`src/rtl/branch_predictor.sv`:
```
// Direct-mapped BTB branch predictor with 2-bit saturating counters, fetch lookup and execute resolution.
// Optional statistics counters are enabled by defining BP_STATS_EN.
module branch_predictor #(
  parameter int unsigned INDEX_BITS = 4,
  parameter int unsigned XLEN       = 32
) (
  input  logic            clk,
  input  logic            rst_n,
  input  logic [XLEN-1:0] F_pc,
  output logic            F_pred_taken,
  output logic [XLEN-1:0] F_pred_target,
  input  logic            E_update,
  input  logic            E_is_jump,
  input  logic [XLEN-1:0] E_pc,
  input  logic            E_taken,
  input  logic [XLEN-1:0] E_target,
  input  logic            E_pred_taken,
  input  logic [XLEN-1:0] E_pred_target,
  output logic            mispredict,
  output logic [XLEN-1:0] redirect_pc,
  output logic [31:0]     stat_branches,
  output logic [31:0]     stat_mispredicts
);

  localparam int unsigned ENTRIES = 1 << INDEX_BITS;
  localparam int unsigned TAG_W   = XLEN - INDEX_BITS - 2;

  logic              valid_q  [ENTRIES];
  logic [1:0]        ctr_q    [ENTRIES];
  logic [TAG_W-1:0]  tag_q    [ENTRIES];
  logic [XLEN-1:0]   target_q [ENTRIES];

  logic [INDEX_BITS-1:0] f_idx, e_idx;
  logic [TAG_W-1:0]      f_tag, e_tag;
  logic                  f_hit, e_hit, actual;
  logic [1:0]            ctr_next;

  assign f_idx = F_pc[INDEX_BITS+1:2];
  assign f_tag = F_pc[XLEN-1:INDEX_BITS+2];
  assign e_idx = E_pc[INDEX_BITS+1:2];
  assign e_tag = E_pc[XLEN-1:INDEX_BITS+2];

  // Fetch lookup reads pre-update table contents; no write bypass.
  always_comb begin
    f_hit         = valid_q[f_idx] && (tag_q[f_idx] == f_tag);
    F_pred_taken  = f_hit && ctr_q[f_idx][1];
    F_pred_target = f_hit ? target_q[f_idx] : F_pc + XLEN'(4);
  end

  // Execute resolution; mispredict is forced low while reset is asserted.
  always_comb begin
    actual      = E_is_jump | E_taken;
    e_hit       = valid_q[e_idx] && (tag_q[e_idx] == e_tag);
    mispredict  = rst_n && E_update &&
                  ((actual != E_pred_taken) ||
                   (actual && E_pred_taken && (E_target != E_pred_target)));
    redirect_pc = actual ? E_target : E_pc + XLEN'(4);
  end

  always_comb begin
    ctr_next = ctr_q[e_idx];
    if (E_is_jump) begin
      ctr_next = 2'b11;
    end else if (actual) begin
      if (ctr_q[e_idx] != 2'b11) ctr_next = ctr_q[e_idx] + 2'd1;
    end else begin
      if (ctr_q[e_idx] != 2'b00) ctr_next = ctr_q[e_idx] - 2'd1;
    end
  end

  always_ff @(posedge clk or negedge rst_n) begin
    if (!rst_n) begin
      for (int i = 0; i < ENTRIES; i++) begin
        valid_q[i] <= 1'b0;
        ctr_q[i]   <= 2'b01;
      end
    end else if (E_update) begin
      if (e_hit) begin
        ctr_q[e_idx] <= ctr_next;
      end else if (actual) begin
        valid_q[e_idx] <= 1'b1;
        ctr_q[e_idx]   <= E_is_jump ? 2'b11 : 2'b10;
      end
    end
  end

  // Tags and targets carry no reset; they are qualified by valid.
  always_ff @(posedge clk) begin
    if (rst_n && E_update && actual) begin
      target_q[e_idx] <= E_target;
      if (!e_hit) tag_q[e_idx] <= e_tag;
    end
  end

`ifdef BP_STATS_EN
  logic [31:0] branches_q, mispredicts_q;

  always_ff @(posedge clk or negedge rst_n) begin
    if (!rst_n) begin
      branches_q    <= '0;
      mispredicts_q <= '0;
    end else if (E_update) begin
      if (branches_q != 32'hFFFF_FFFF) branches_q <= branches_q + 32'd1;
      if (mispredict && (mispredicts_q != 32'hFFFF_FFFF)) mispredicts_q <= mispredicts_q + 32'd1;
    end
  end

  assign stat_branches    = branches_q;
  assign stat_mispredicts = mispredicts_q;
`else
  assign stat_branches    = 32'd0;
  assign stat_mispredicts = 32'd0;
`endif

endmodule

```
`config.mk`:
```
export PLATFORM = sky130hd
export DESIGN_NAME = branch_predictor
export DESIGN_NICKNAME = d
export VERILOG_FILES = /design/src/rtl/branch_predictor.sv
export SDC_FILE = /design/constraint.sdc
export NUM_CORES = 1
export LEC_CHECK = 0
export CORE_MARGIN = 2
export CORE_UTILIZATION = 40
export DETAILED_ROUTE_END_ITERATION = 8
export PLACE_DENSITY = 0.55
export SYNTH_ARGS = -nofsm -noshare
export SYNTH_HDL_FRONTEND = slang
export SYNTH_SLANG_ARGS = --single-unit
```
`constraint.sdc`:
```
create_clock -name clk -period 4.7 [get_ports clk]
set_input_delay 0.47 -clock clk [delete_from_list [all_inputs] [get_ports clk]]
set_output_delay 0.47 -clock clk [all_outputs]
set_load 0.01 [all_outputs]
```
==> results.txt, run 1 <==
- Final hold viol count: 0
- Detailed-route DRC error count: 0
* Final standard cell count with taps included and fillers excluded: 4383
* Antenna violations before repair: 5
- Setup Crit Path Kind: reg2out
* Outcome: completed
* Worst-Margin Slew: 1.023 ns
- Final GP Congestion: approximately 1
- Post-synthesis cell type with the largest combined area: sky130_fd_sc_hd__edfxtp_1
- Once detailed placement completed, the half-perimeter wirelength came to around 100000 um.
- The first global-routing pass estimated 206300 um of wire.
- Clock-pin slew was measured on the worst setup and hold paths at roughly 0.060 ns.
* Count of placed standard cells including taps: 4185
- The synthesized netlist occupies a cell area of roughly 45000 um2.
- In the final layout, the share of cells above drive strength 1 is 32.30%.
- Overflow after GRT: 0
- Die Wd: approximately 340 um
- Final setup viols: 0
* Final Critical Period: 4.641 ns
- Cells taking the most area after synthesis: sky130_fd_sc_hd__edfxtp_1, sky130_fd_sc_hd__mux4_2, sky130_fd_sc_hd__xnor2_1, sky130_fd_sc_hd__dfrtp_1, sky130_fd_sc_hd__mux2i_1
- Startpoint types: flip-flop
- In this run the mean area of a mapped cell was 18.79 um2.
- For this run, global-route usage on met2 was measured as 40.24%.
- Main flop type after synthesis: sky130_fd_sc_hd__edfxtp_1
- The worst hold path belongs to the class in2async.
- Clock tree from TritonCTS: done
- Reg2reg setup slack: 0.88 ns
- Count of unique library cells instantiated by Yosys: 74
* Starting DRT DRC Count: 3233
- Met1 layer usage reported by global route: 35.88%
- Number of nets with antenna violations after routing: 0
- Global routing consumed, over all layers together, 25.32% of the routing resources.
- In the finished design, the share of the clock period the worst path needs comes to a little over nine tenths.
- Total power draw: 20.40 mW
- Slowest cell delay on critical path: 0.54 ns
- In this run the power density over the cells is between 300 and 400 nW/um2.
* Final-layout worst hold slack: ~0.47 ns
- Routed wire length: 147400 um
* Total number of vias: 26070
- Count of nets after finishing: around 2900
- The die is 339.7 um tall.
- First-pass iteration count of the detailed router: 5
- Peak supply drop: 0.2910 mV
* Synthesis-stage register bit count: 976
- Traced cell by cell, the critical path runs through mux4_2 -> mux4_2 -> xnor2_2 -> nand4_1 -> nor4_2 -> nand4_1 -> buf_12 -> mux2_2 -> clkdlybuf4s50_1.
* Maximum clock frequency: 215.5 MHz
* Data arrival, critical path: 4.17 ns
- In this run the worst setup path begins at tag_q[3][21].
- The critical path ends at F_pred_target[18].
* Starting Density: 40.17%
- For the worst flop-to-flop path, the logic depth is 11.
- For this design the static power due to leakage is 17.98 nW.
* Area delta synth->final: 20.78%
- For this run, the register share of the synthesized area comes to 64.55%.
- # rows: between 100 and 150
- Post-route clock skew: about 0.045 ns
- Data on the critical path is required at its endpoint by 4.23 ns.
- Maximum count of clock buffers along a single path: 3
* Critical path depth: 9
- After detailed routing, the number of vias per cell comes to 5.948.
- Max capacitance violation total: 0
* Core Box Area: 112200 um2
- Post-DR wirelength/cell: 33.63 um
* Die area: 115400 um2
* Met3 track demand over resource: 4.671%
- Grouping stages by cell kind, the critical path spends the most delay in multiplexers.
- I/O Pins: 264
* Yosys top cell area share: 61.84%
* Endpoint of the lowest-slack register-to-register path: tag_q[13][15]
- Entering global routing, the biggest net connects 131 pins.
- The max-slew violation count is 0.
* CTS Buf Count: 104
- In this run the clock root is driven by a sky130_fd_sc_hd__clkbuf_16.
- The via count of the first global-routing pass is roughly 26000.
- Setup total negative slack on the finished layout was measured at 0 ns.
- PortBufs: around 200
- Synth async-reset ratio: 4.918%
- In this run the worst path has a maximum fanout of 8.
* Clock insertion delay at the later pin of the skew report: 0.71 ns
- Number of flops mapped to enable cells by yosys: 928
- Number of synthesis warnings: 0
- STA classifies the critical path endpoint as an output port.
* Startpoint of the worst register-to-register path: tag_q[6][6]
* Clock Sink Count: around 980
- The H-tree generated during clock tree synthesis spans 3 levels.
* Slew margin rel.: 31.79%
- After technology mapping, the gate count stands at around 2400.
- Busiest grt layer: met2
- The critical path contains buffers and inverters numbering 2 combined.
- The largest individual stage delay along the critical path comes from the cell sky130_fd_sc_hd__mux4_2.
[cells in the mapped netlist (12+ instances only)]
library cell / n
sky130_fd_sc_hd__a21oi_1: 31
sky130_fd_sc_hd__a22o_1: 15
sky130_fd_sc_hd__and3_1: 29
sky130_fd_sc_hd__buf_1: 18
sky130_fd_sc_hd__buf_2: 44
sky130_fd_sc_hd__buf_4: 76
sky130_fd_sc_hd__buf_6: 13
sky130_fd_sc_hd__clkbuf_1: 56
sky130_fd_sc_hd__dfrtp_1: 32
sky130_fd_sc_hd__dfstp_2: 16
sky130_fd_sc_hd__edfxtp_1: 928
sky130_fd_sc_hd__inv_1: 17
sky130_fd_sc_hd__mux2_2: 42
sky130_fd_sc_hd__mux2_4: 20
sky130_fd_sc_hd__mux2i_1: 72
sky130_fd_sc_hd__mux4_1: 12
sky130_fd_sc_hd__mux4_2: 378
sky130_fd_sc_hd__nand2_1: 90
sky130_fd_sc_hd__nand3_1: 29
sky130_fd_sc_hd__nand4_1: 36
sky130_fd_sc_hd__nor2_1: 107
sky130_fd_sc_hd__nor3_1: 12
sky130_fd_sc_hd__o21ai_0: 47
sky130_fd_sc_hd__o21bai_1: 16
sky130_fd_sc_hd__o22ai_1: 16
sky130_fd_sc_hd__xnor2_1: 105
sky130_fd_sc_hd__xor2_1: 27
[cell families after synthesis]
kind of cell,synth area share [%]
simple gates,3.529
fa+ha+maj,0.2110
flops,64.55
xor+xnor,2.565
buf+inv,3.023
compound gates,3.212
other cells,0.008321
mux,22.91
[sequential cells by signal, summed over array words and instances (netlist names)]
register	count
ctr_q	32
tag_q	416
target_q	512
valid_q	16
[final cells by class]
cell class | instances | area, um2
Fill cell | 9279 | 57760
Sequential cell | 976 | 29090
Multi-Input combinational cell | 1256 | 15210
Timing Repair Buffer | 439 | 4677
Clock buffer | 122 | 2691
Tap cell | 1500 | 1877
Clock inverter | 71 | 819.5
Inverter | 18 | 67.56
Antenna cell | 1 | 2.502
[metrics by stage]
step / worst slack, ns / area [um2] / util [%]
floorplan: 0.4502 / 45300 / -
global route: -0.1141 / 54430 / 48.51
detailed placement: 0.08466 / 50670 / 45.17
finish: 0.05919 / 54430 / 48.51
global placement: 0.03479 / 50670 / 45.17
CTS: 0.006928 / 54240 / 48.35
[cell usage in the layout (no fill, tap or decap), types with 14 or more instances in the layout]
master                            synthesis  routed
sky130_fd_sc_hd__o21ai_0                 47      47
sky130_fd_sc_hd__bufinv_16                0      14
sky130_fd_sc_hd__clkbuf_1                56      17
sky130_fd_sc_hd__o21bai_1                16      16
sky130_fd_sc_hd__and3_1                  29      29
sky130_fd_sc_hd__mux2_2                  42      42
sky130_fd_sc_hd__mux2_4                  20      20
sky130_fd_sc_hd__clkdlybuf4s50_1          0     162
sky130_fd_sc_hd__edfxtp_1               928     928
sky130_fd_sc_hd__nor2_1                 107      75
sky130_fd_sc_hd__a22o_1                  15      15
sky130_fd_sc_hd__clkbuf_16                0     106
sky130_fd_sc_hd__nor2_4                   0      32
sky130_fd_sc_hd__buf_12                   4      63
sky130_fd_sc_hd__inv_1                   17      17
sky130_fd_sc_hd__mux4_2                 378     378
sky130_fd_sc_hd__a21oi_1                 31      31
sky130_fd_sc_hd__o22ai_1                 16      16
sky130_fd_sc_hd__mux2i_1                 72      72
sky130_fd_sc_hd__nand2_1                 90      90
sky130_fd_sc_hd__xnor2_1                105      94
sky130_fd_sc_hd__nand3_1                 29      28
sky130_fd_sc_hd__dlymetal6s2s_1           0      28
sky130_fd_sc_hd__nand4_1                 36      36
sky130_fd_sc_hd__conb_1                   1      64
sky130_fd_sc_hd__dfrtp_1                 32      32
sky130_fd_sc_hd__xor2_1                  27      27
sky130_fd_sc_hd__buf_4                   76     177
sky130_fd_sc_hd__clkinv_2                 0      19
sky130_fd_sc_hd__dfstp_2                 16      16
sky130_fd_sc_hd__clkinv_1                 1      19
[per-layer routing]
| metal | part of all wire, % | wire length, um | vias up |
|---|---|---|---|
| li1 | - | - | 10590 |
| met1 | 42 | 61620 | 13970 |
| met2 | 47 | 69690 | 1283 |
| met3 | 7.9 | 11570 | 220 |
| met4 | 3.0 | 4491 | 2 |
| met5 | 0.0068 | 10 | - |
[where the power goes]
part           total (mW)  switching, mW  internal (mW)
registers            9.81         0.0893           9.72
clock network        8.44           3.54           4.89
logic                2.15           1.17          0.980
total                20.4           4.81           15.6
[tightest hold or removal path, delay by kind of cell]
kind,cells,cell delay (ns)
buffers and inverters,3,1.16
[how the worst min path moves through the flow]
| stage | end | slack (ns) | cells after the start |
|---|---|---|---|
| 2_1_floorplan | ctr_q[11] | 0.17 | 0 |
| 6_report | ctr_q[11] | 0.47 | 3 |
| 5_1_grt | valid_q[11] | 0.53 | 1 |
| 3_5_place_dp | valid_q[13] | 0.48 | 1 |
| 4_1_cts | ctr_q[11] | 0.46 | 3 |
| 3_3_place_gp | valid_q[4] | 0.47 | 1 |
[repair_timing]
action	4_1_cts	5_1_grt
pin swaps	0	2
resized for setup	6	37
buffers inserted	0	2
setup endpoints to repair	23	32
gates cloned	0	1
hold buffers	1	0
hold endpoints to repair	32	0
Note: power is estimated with default switching activity, not from simulation.
==> inputs of run 2 (changes only) <==
--- a/config.mk
+++ b/config.mk
@@ -8,6 +8,7 @@
 export CORE_MARGIN = 2
 export CORE_UTILIZATION = 40
 export DETAILED_ROUTE_END_ITERATION = 8
+export GPL_TIMING_DRIVEN = 0
 export PLACE_DENSITY = 0.55
 export SYNTH_ARGS = -nofsm -noshare
 export SYNTH_HDL_FRONTEND = slang
==> run 2 against run 1 <==
  * The run now ends with negative setup slack left
  * Sequential share of layout area shrank 0.41 points
  * Global-route usage is 2.2 points higher
  * Sequential power about the same
  * First-iteration DRC count is 17% higher
  * Hold slack worse by 0.14 ns
  * Maximum frequency down 1.3%
==> results.txt, run 2 (same netlist as run 1, synthesis figures left out) <==
- Post-DR wirelength/cell: 36.45 um (was 33.63 um)
* Layout Cell Area excl Fill: 54850 um2 (was 54430 um2)
- I/O Pins: 264 (unchanged)
* Violated checks: negative setup slack
* Final worst slack: -0.002425 ns (was 0.05919 ns)
- Counting instances, the worst hold path has a depth of 1.
* Maximum count of clock buffers along a single path: 3 (unchanged)
- Vias in the first global route: 27130 (was 26380)
* Met3 track demand over resource: 7.219% (was 4.671%)
- The maximum clock frequency is 212.7 MHz (was 215.5 MHz).
* Leak pwr: 18.02 nW (was 17.98 nW)
* Vias per cell: 6.170 (was 5.948)
* Highest-count cells in the layout ignoring fill and taps: sky130_fd_sc_hd__edfxtp_1, sky130_fd_sc_hd__mux4_2, sky130_fd_sc_hd__clkdlybuf4s50_1 (was sky130_fd_sc_hd__edfxtp_1, sky130_fd_sc_hd__mux4_2, sky130_fd_sc_hd__buf_4)
- Reg with most FFs: target_q (unchanged)
- Worst-Margin Slew: 1.281 ns (was 1.023 ns)
- The height of the chip came to 339.7 um (unchanged).
* Post-route clock skew: 0.02454 ns (was 0.04523 ns)
- The sum of net half-perimeters after detailed placement is 113700 um (was 101000 um).
* Most common cell after layout, fill and taps aside: sky130_fd_sc_hd__edfxtp_1 (unchanged)
- Register-to-Register Path Depth: 11 (unchanged)
* First-pass iteration count of the detailed router: 6 (was 5)
- The area growth from synthesis to final layout is 21.70% (was 20.78%).
* Cell area after placement: 50090 um2 (was 50670 um2)
- Total power draw: 20.46 mW (was 20.40 mW)
* Crit path capture type: flip-flop (was output port)
* CTS clock-pin slew for the worst setup and hold paths: 0.07 ns (was 0.06 ns)
- Startpoint of the worst register-to-register path: tag_q[10][2] (was tag_q[6][6])
* Max Transition Viols Final: 0 (unchanged)
- The flip-flop count of the largest register after layout came to 512 (unchanged).
* Fin crit share: 100.1% (was 98.74%)
- PortBufs: 193 (was 199)
- Gr usage total: 27.48% (was 25.32%)
- Biggest regs: target_q x512, tag_q x416, ctr_q x32 (unchanged)
- The standard cell core area came to 112200 um2 (unchanged).
- The number of remaining DRC errors was 0 (unchanged).
* Data arrival, critical path: 5.09 ns (was 4.17 ns)
* Worst min-delay path endpoint: tag_q[13][1]
- The clock period minus final worst setup slack is 4.702 ns (was 4.641 ns).
* Layout cells sized above 1: 33.12% (was 32.30%)
* Final GP Congestion: 0.9491 (was 1.010)
* Required time at the endpoint of the critical path: 5.08 ns (was 4.23 ns)
* Clock tree from TritonCTS: done (unchanged)
- Clock insertion delay at the later pin of the skew report: 0.71 ns (about the same)
- The number of setup violations in the final report is 1 (was 0).
- Die Wd: 339.7 um (unchanged)
* Final hold viol count: 0 (unchanged)
- The path type of the worst setup path is in2reg (was reg2out).
* Count of nets after finishing: 2960 (was 2935)
- The number of vias after detailed routing is 27170 (was 26070).
- Starting DRT DRC Count: 3792 (was 3233)
- The effective utilization at floorplan came to 40.17% (unchanged).
- Final standard cell count with taps included and fillers excluded: 4404 (was 4383)
- Die area: 115400 um2 (unchanged)
- P per Cell Area: 373.1 nW/um2 (was 374.8 nW/um2)
- HP Class: in2reg (was in2async)
- Setup repair after global routing left no endpoint under its margin.
* Startpoint types: input port (was flip-flop)
* Hold Path Origin: E_pc[7]
* H-Tree Level Count: 3 (unchanged)
- Root Buffer: sky130_fd_sc_hd__clkbuf_16 (unchanged)
* Peak supply drop: 0.2885 mV (was 0.2910 mV)
- The count of standard-cell rows is 123 (unchanged).
- The total clock sinks is 976 (unchanged).
- Outcome: finished with violations (was completed).
* Reg2reg setup slack: 0.73 ns (was 0.88 ns)
- The largest fanout on the critical path was 16 (was 8).
- Met2 demand-to-capacity share in global routing: 44.09% (was 40.24%)
- Busiest grt layer: met2 (unchanged)
- Max capacitance violation total: 0 (unchanged)
* Antenna violations before repair: 17 (was 5)
* Pin count of the biggest net entering global routing: 35 (was 131)
- The met1 global-route usage came to 36.63% (was 35.88%).
* CTS Buf Count: 104 (unchanged)
* Summed negative setup slack over all endpoints: -0.002425 ns (was 0 ns)
- The worst reg2reg path endpoint is tag_q[0][7] (was tag_q[13][15]).
- The number of cells after detailed placement is 4190 (was 4185).
* Routed wire length: 160500 um (was 147400 um)
* Slew margin rel.: 14.35% (was 31.79%)
- The first-pass GRT wire length was 218800 um (was 206300 um).
- Number of nets with antenna violations after routing: 0 (unchanged)
* Overflow after GRT: 0 (unchanged)
-- run 2: worst max path at each step --
stage                             start          endpoint  slack (ns)  depth (start not counted)
after global routing            E_pc[3]       tag_q[3][6]       0.004                         15
after floorplan                 E_pc[2]       tag_q[6][0]        0.45                         13
final                           E_pc[3]       tag_q[0][7]      -0.002                         15
after CTS                 tag_q[15][23]  F_pred_target[3]       0.002                         10
after global placement          E_pc[2]       tag_q[8][7]       -3.75                         14
after detailed placement        F_pc[3]  F_pred_target[5]       -2.71                         12
-- run 2: through the flow --
stage	util [%]	hold WS (ns)	worst slack, ns
2_1_floorplan	-	0.1744	0.4502
3_3_place_gp	43.77	0.4771	-3.754
3_5_place_dp	44.65	0.4873	-2.712
4_1_cts	48.71	0.4125	0.002008
5_1_grt	48.88	0.3296	0.003789
6_report	48.89	0.3281	-0.002425
-- run 2: critical path, cell delays in order --
cell,delay [ns]
sky130_fd_sc_hd__clkdlybuf4s50_1,0.57
sky130_fd_sc_hd__buf_6,0.28
sky130_fd_sc_hd__buf_12,0.19
sky130_fd_sc_hd__buf_6,0.22
sky130_fd_sc_hd__mux4_2,0.54
sky130_fd_sc_hd__mux2i_2,0.42
sky130_fd_sc_hd__nand2_1,0.25
sky130_fd_sc_hd__nand4_1,0.28
sky130_fd_sc_hd__o31a_1,0.21
sky130_fd_sc_hd__a2111oi_4,0.06
sky130_fd_sc_hd__buf_4,0.18
sky130_fd_sc_hd__buf_4,0.19
sky130_fd_sc_hd__a21o_4,0.30
sky130_fd_sc_hd__nor2_4,0.55
sky130_fd_sc_hd__buf_12,0.29
-- run 2: power breakdown --
group          leakage (nW)  internal [mW]  switching (mW)
registers              8.86           9.72          0.0908
logic                  7.49          0.999            1.28
clock network          1.67           4.86            3.51
-- run 2: repair_timing --
item,CTS,global route
hold buffers,1,0
buffers inserted,19,6
gates resized for setup,289,33
pin swaps,17,7
hold endpoints to repair,9,0
cloned,0,2
endpoints found under the setup margin,509,383
-- run 2: layout make-up --
| cell class | instances | area [um2] |
|---|---|---|
| Tap cell | 1500 | 1877 |
| Clock buffer | 131 | 2786 |
| Sequential cell | 976 | 29090 |
| Inverter | 18 | 67.56 |
| Timing Repair Buffer | 257 | 3083 |
| Antenna cell | 2 | 5.005 |
| Clock inverter | 57 | 655.6 |
| Multi-Input combinational cell | 1256 | 15430 |
| Fill cell | 9195 | 57350 |
| Buffer | 207 | 1856 |
-- run 2: layer usage --
metal / vias to the layer above / part of all wire [%]
li1: 10660 / -
met2: 1676 / 47
met5: - / 0.054
met4: 14 / 3.6
met1: 14480 / 39
met3: 341 / 10
==> inputs of run 3 (changes only) <==
--- a/config.mk
+++ b/config.mk
@@ -8,8 +8,9 @@
 export CORE_MARGIN = 2
 export CORE_UTILIZATION = 40
 export DETAILED_ROUTE_END_ITERATION = 8
+export DONT_BUFFER_PORTS = 1
 export GPL_TIMING_DRIVEN = 0
-export PLACE_DENSITY = 0.55
+export PLACE_DENSITY = 0.56
 export SYNTH_ARGS = -nofsm -noshare
 export SYNTH_HDL_FRONTEND = slang
 export SYNTH_SLANG_ARGS = --single-unit
==> run 3 against run 2 <==
  * The flow now finishes without violations
  * Non-clock buffer count decreased by 162
  * Global-route usage increased by 0.16 points
  * First-iteration DRC count increased by 8.5%
  * Cell count decreased by 3.5%
  * Combinational power decreased by 14%
  * Critical path depth decreased by 3
  * Flip-flop and latch count unchanged
  * Critical path type is now in2out
  * Largest cell class unchanged
==> results.txt, run 3 (same netlist as run 1, synthesis figures left out) <==
* Slew margin rel.: 14.31% (was 14.35%)
- Vert. Die Dim: 339.7 um (unchanged)
- Count of placed standard cells including taps: 3994 (was 4190)
* Core Box Area: 112200 um2 (unchanged)
* Detailed-route DRC error count: 0 (unchanged)
- The average routed wire per standard cell was 37.84 um (was 36.45 um).
* Maximum count of clock buffers along a single path: 3 (unchanged)
- Final hold viol count: 0 (unchanged)
- The startpoint of the worst register-to-register path is tag_q[15][14] (was tag_q[10][2]).
- CTS Buf Count: 104 (unchanged)
- The number of standard cells in the final layout excluding fillers is 4252 (was 4404).
- Max Transition Viols Final: 0 (unchanged)
- Reg2reg setup slack: 0.27 ns (was 0.73 ns)
- Clock tree from TritonCTS: done (unchanged)
- The global routing usage summed across all routing layers came to 27.64% (was 27.48%).
* Highest-count cells in the layout ignoring fill and taps: sky130_fd_sc_hd__edfxtp_1, sky130_fd_sc_hd__mux4_2, sky130_fd_sc_hd__clkbuf_16 (was sky130_fd_sc_hd__edfxtp_1, sky130_fd_sc_hd__mux4_2, sky130_fd_sc_hd__clkdlybuf4s50_1)
- The worst hold slack came to 0.1250 ns (was 0.3281 ns).
* Endpoint of the lowest-slack register-to-register path: tag_q[13][23] (was tag_q[0][7])
- Half-perimeter wire length after placement: 111300 um (was 113700 um)
- Setup repair after global routing missed its margin: no (unchanged).
* Outcome: completed (was finished with violations)
* Starting DRT DRC Count: 4113 (was 3792)
* Biggest fanout along the worst timing path: 10 (was 16)
- Number of nets with antenna violations after routing: 0 (unchanged)
- Layout cells sized above 1: 32.59% (was 33.12%)
* Final GP Congestion: 0.9626 (was 0.9491)
* Post-route clock skew: 0.04093 ns (was 0.02454 ns)
* Leak pwr: 16.87 nW (was 18.02 nW)
- Count of nets after finishing: 2798 (was 2960)
- Final Critical Period: 4.633 ns (was 4.702 ns)
- The post-CTS setup repair buffer count was 0 (was 19).
- Hold path depth: 3 (was 1)
* First-pass iteration count of the detailed router: 5 (was 6)
* Routed wire length: 160900 um (was 160500 um)
- The areal power density over the cells came to 381.8 nW/um2 (was 373.1 nW/um2).
* Clock insertion delay at the later pin of the skew report: 0.73 ns (was 0.71 ns)
- Crit path capture type: output port (was flip-flop)
* Maximum clock frequency: 215.9 MHz (was 212.7 MHz)
* Slowest stage cell, crit path: sky130_fd_sc_hd__or2_2 (was sky130_fd_sc_hd__clkdlybuf4s50_1)
- Worst-Margin Slew: 1.285 ns (was 1.281 ns)
- Most common cell after layout, fill and taps aside: sky130_fd_sc_hd__edfxtp_1 (unchanged)
* Root Buffer: sky130_fd_sc_hd__clkbuf_16 (unchanged)
- The top-level I/O count is 264 (unchanged).
* Cell mode on critical path: sky130_fd_sc_hd__buf_4
* Pin count of the biggest net entering global routing: 49 (was 35)
- Clock Sink Count: 976 (unchanged)
- The path type of the worst setup path is in2out (was in2reg).
* Hold Path Origin: E_is_jump (was E_pc[7])
- Overflow after GRT: 0 (unchanged)
- The worst stage delay on the critical path was 0.41 ns (was 0.57 ns).
* Fin crit share: 98.57% (was 100.1%)
- The critical path buffer and inverter count was 5 (was 7).
- The critical path data arrival time is 4.16 ns (was 5.09 ns).
* CTS clock-pin slew for the worst setup and hold paths: 0.06 ns (was 0.07 ns)
- The number of vias after detailed routing is 26590 (was 27170).
- Vias per cell: 6.253 (was 6.170)
- Starting Density: 40.17% (unchanged)
- The flip-flop count of the largest register after layout was 512 (unchanged).
- HP Class: in2reg (unchanged)
- The via count of the first global-routing pass was 26400 (was 27130).
- The number of setup violations in the final report is 0 (was 1).
* Antenna violations before repair: 15 (was 17)
- H-Tree Level Count: 3 (unchanged)
- The count of standard-cell rows is 123 (unchanged).
- Register-to-Register Path Depth: 11 (unchanged)
- The cell family contributing the most delay on the critical path was simple AND/OR/NAND/NOR gates (was buffers and inverters).
- Die area: 115400 um2 (unchanged)
- The number of maximum-capacitance constraint violations came to 0 (unchanged).
- Series of cell instances along the critical path: buf_2 -> buf_4 -> buf_4 -> clkbuf_4 -> and2_1 -> nand4_1 -> or2_2 -> clkbuf_1 -> nor3_1 -> nand3_1 -> xor2_1 -> a21oi_2 (was clkdlybuf4s50_1 -> buf_6 -> buf_12 -> buf_6 -> mux4_2 -> mux2i_2 -> nand2_1 -> nand4_1 -> o31a_1 -> a2111oi_4 -> buf_4 -> buf_4 -> a21o_4 -> nor2_4 -> buf_12)
- Biggest regs: target_q x512, tag_q x416, ctr_q x32 (unchanged).
- The area growth from synthesis to final layout came to 16.17% (was 21.70%).
- Peak supply drop: 0.2864 mV (was 0.2885 mV)
* Required time at the endpoint of the critical path: 4.23 ns (was 5.08 ns)
- The overall die width was 339.7 um (unchanged).
* Worst min-delay path endpoint: ctr_q[21] (was tag_q[13][1])
- The register with the highest flop count is target_q (unchanged).
* First-pass GRT wire length: 219600 um (was 218800 um)
- Startpoint types: input port (unchanged)
- The number of port buffers is 0 (was 193).
## run 3: cell types whose count changed in the layout (fill, tap and decap cells not counted), sizes merged
cell	change
clkdlybuf4s50	-149
dlygate4sd3	+58
dlygate4sd2	-29
buf	-27
clkinv	+14
clkbuf	-10
dlymetal6s2s	-9
diode	+7
clkdlybuf4s15	-5
bufinv	-3
inv	+2
clkinvlp	-1
## run 3: cell type report
class / instances / area (um2)
diodes: 9 / 22.52
plain buffers: 209 / 1424
clock buffers: 122 / 2731
clock inverters: 69 / 659.4
fillers: 9451 / 59840
inverters: 18 / 67.56
multi-input cells: 1256 / 15190
flip-flops and latches: 976 / 29090
well taps: 1500 / 1877
repair buffers: 93 / 1294
## run 3: worst min-delay path, stage by stage
cell and delay, ns:
sky130_fd_sc_hd__nor2_1 0.04, sky130_fd_sc_hd__nand3_2 0.12, sky130_fd_sc_hd__mux2_2 0.16
## run 3: worst max path at each step
stage	endpoint	cells after the start	slack [ns]	startpoint
6_report	F_pred_target[31]	12	0.07	F_pc[3]
5_1_grt	F_pred_target[10]	9	0.002	F_pc[2]
4_1_cts	F_pred_target[29]	12	0.01	F_pc[2]
3_5_place_dp	F_pred_target[29]	10	-1.86	F_pc[3]
3_3_place_gp	tag_q[12][23]	13	-3.10	E_pc[5]
2_1_floorplan	tag_q[6][0]	13	0.45	E_pc[2]
## run 3: per-layer routing
layer	up-vias	global-route usage (%)	part of all wire, %
met1	14240	36.82	38
li1	10340	-	-
met4	14	9.200	3.5
met2	1694	43.66	47
met5	-	0	0.056
met3	296	8.059	11
## run 3: repair_timing
item | in CTS | in global routing
gates cloned | 0 | 0
setup endpoints to repair | 312 | 188
hold buffers | 60 | 0
resized for setup | 91 | 27
endpoints found under the hold margin | 976 | 0
## run 3: report_power, final
part / switching (mW) / total, mW / internal (mW) / leakage (nW)
Sequential: 0.0897 / 9.81 / 9.72 / 8.86
Clock: 3.56 / 8.22 / 4.66 / 1.65
Combinational: 1.13 / 1.95 / 0.827 / 6.37
## run 3: stage by stage
step | area [um2] | setup TNS, ns | setup slack, ns | utilization, % | total power, mW
6_report | 52350 | 0 | 0.06725 | 46.66 | 19.99
5_1_grt | 52330 | 0 | 0.002393 | 46.65 | 20.50
4_1_cts | 52280 | 0 | 0.009813 | 46.60 | 20.04
3_5_place_dp | 48090 | -458.39 | -1.858 | 42.87 | 11.75
3_3_place_gp | 47180 | -2256.26 | -3.099 | 42.05 | 11.71
2_1_floorplan | 45300 | 0 | 0.4502 | - | 11.12
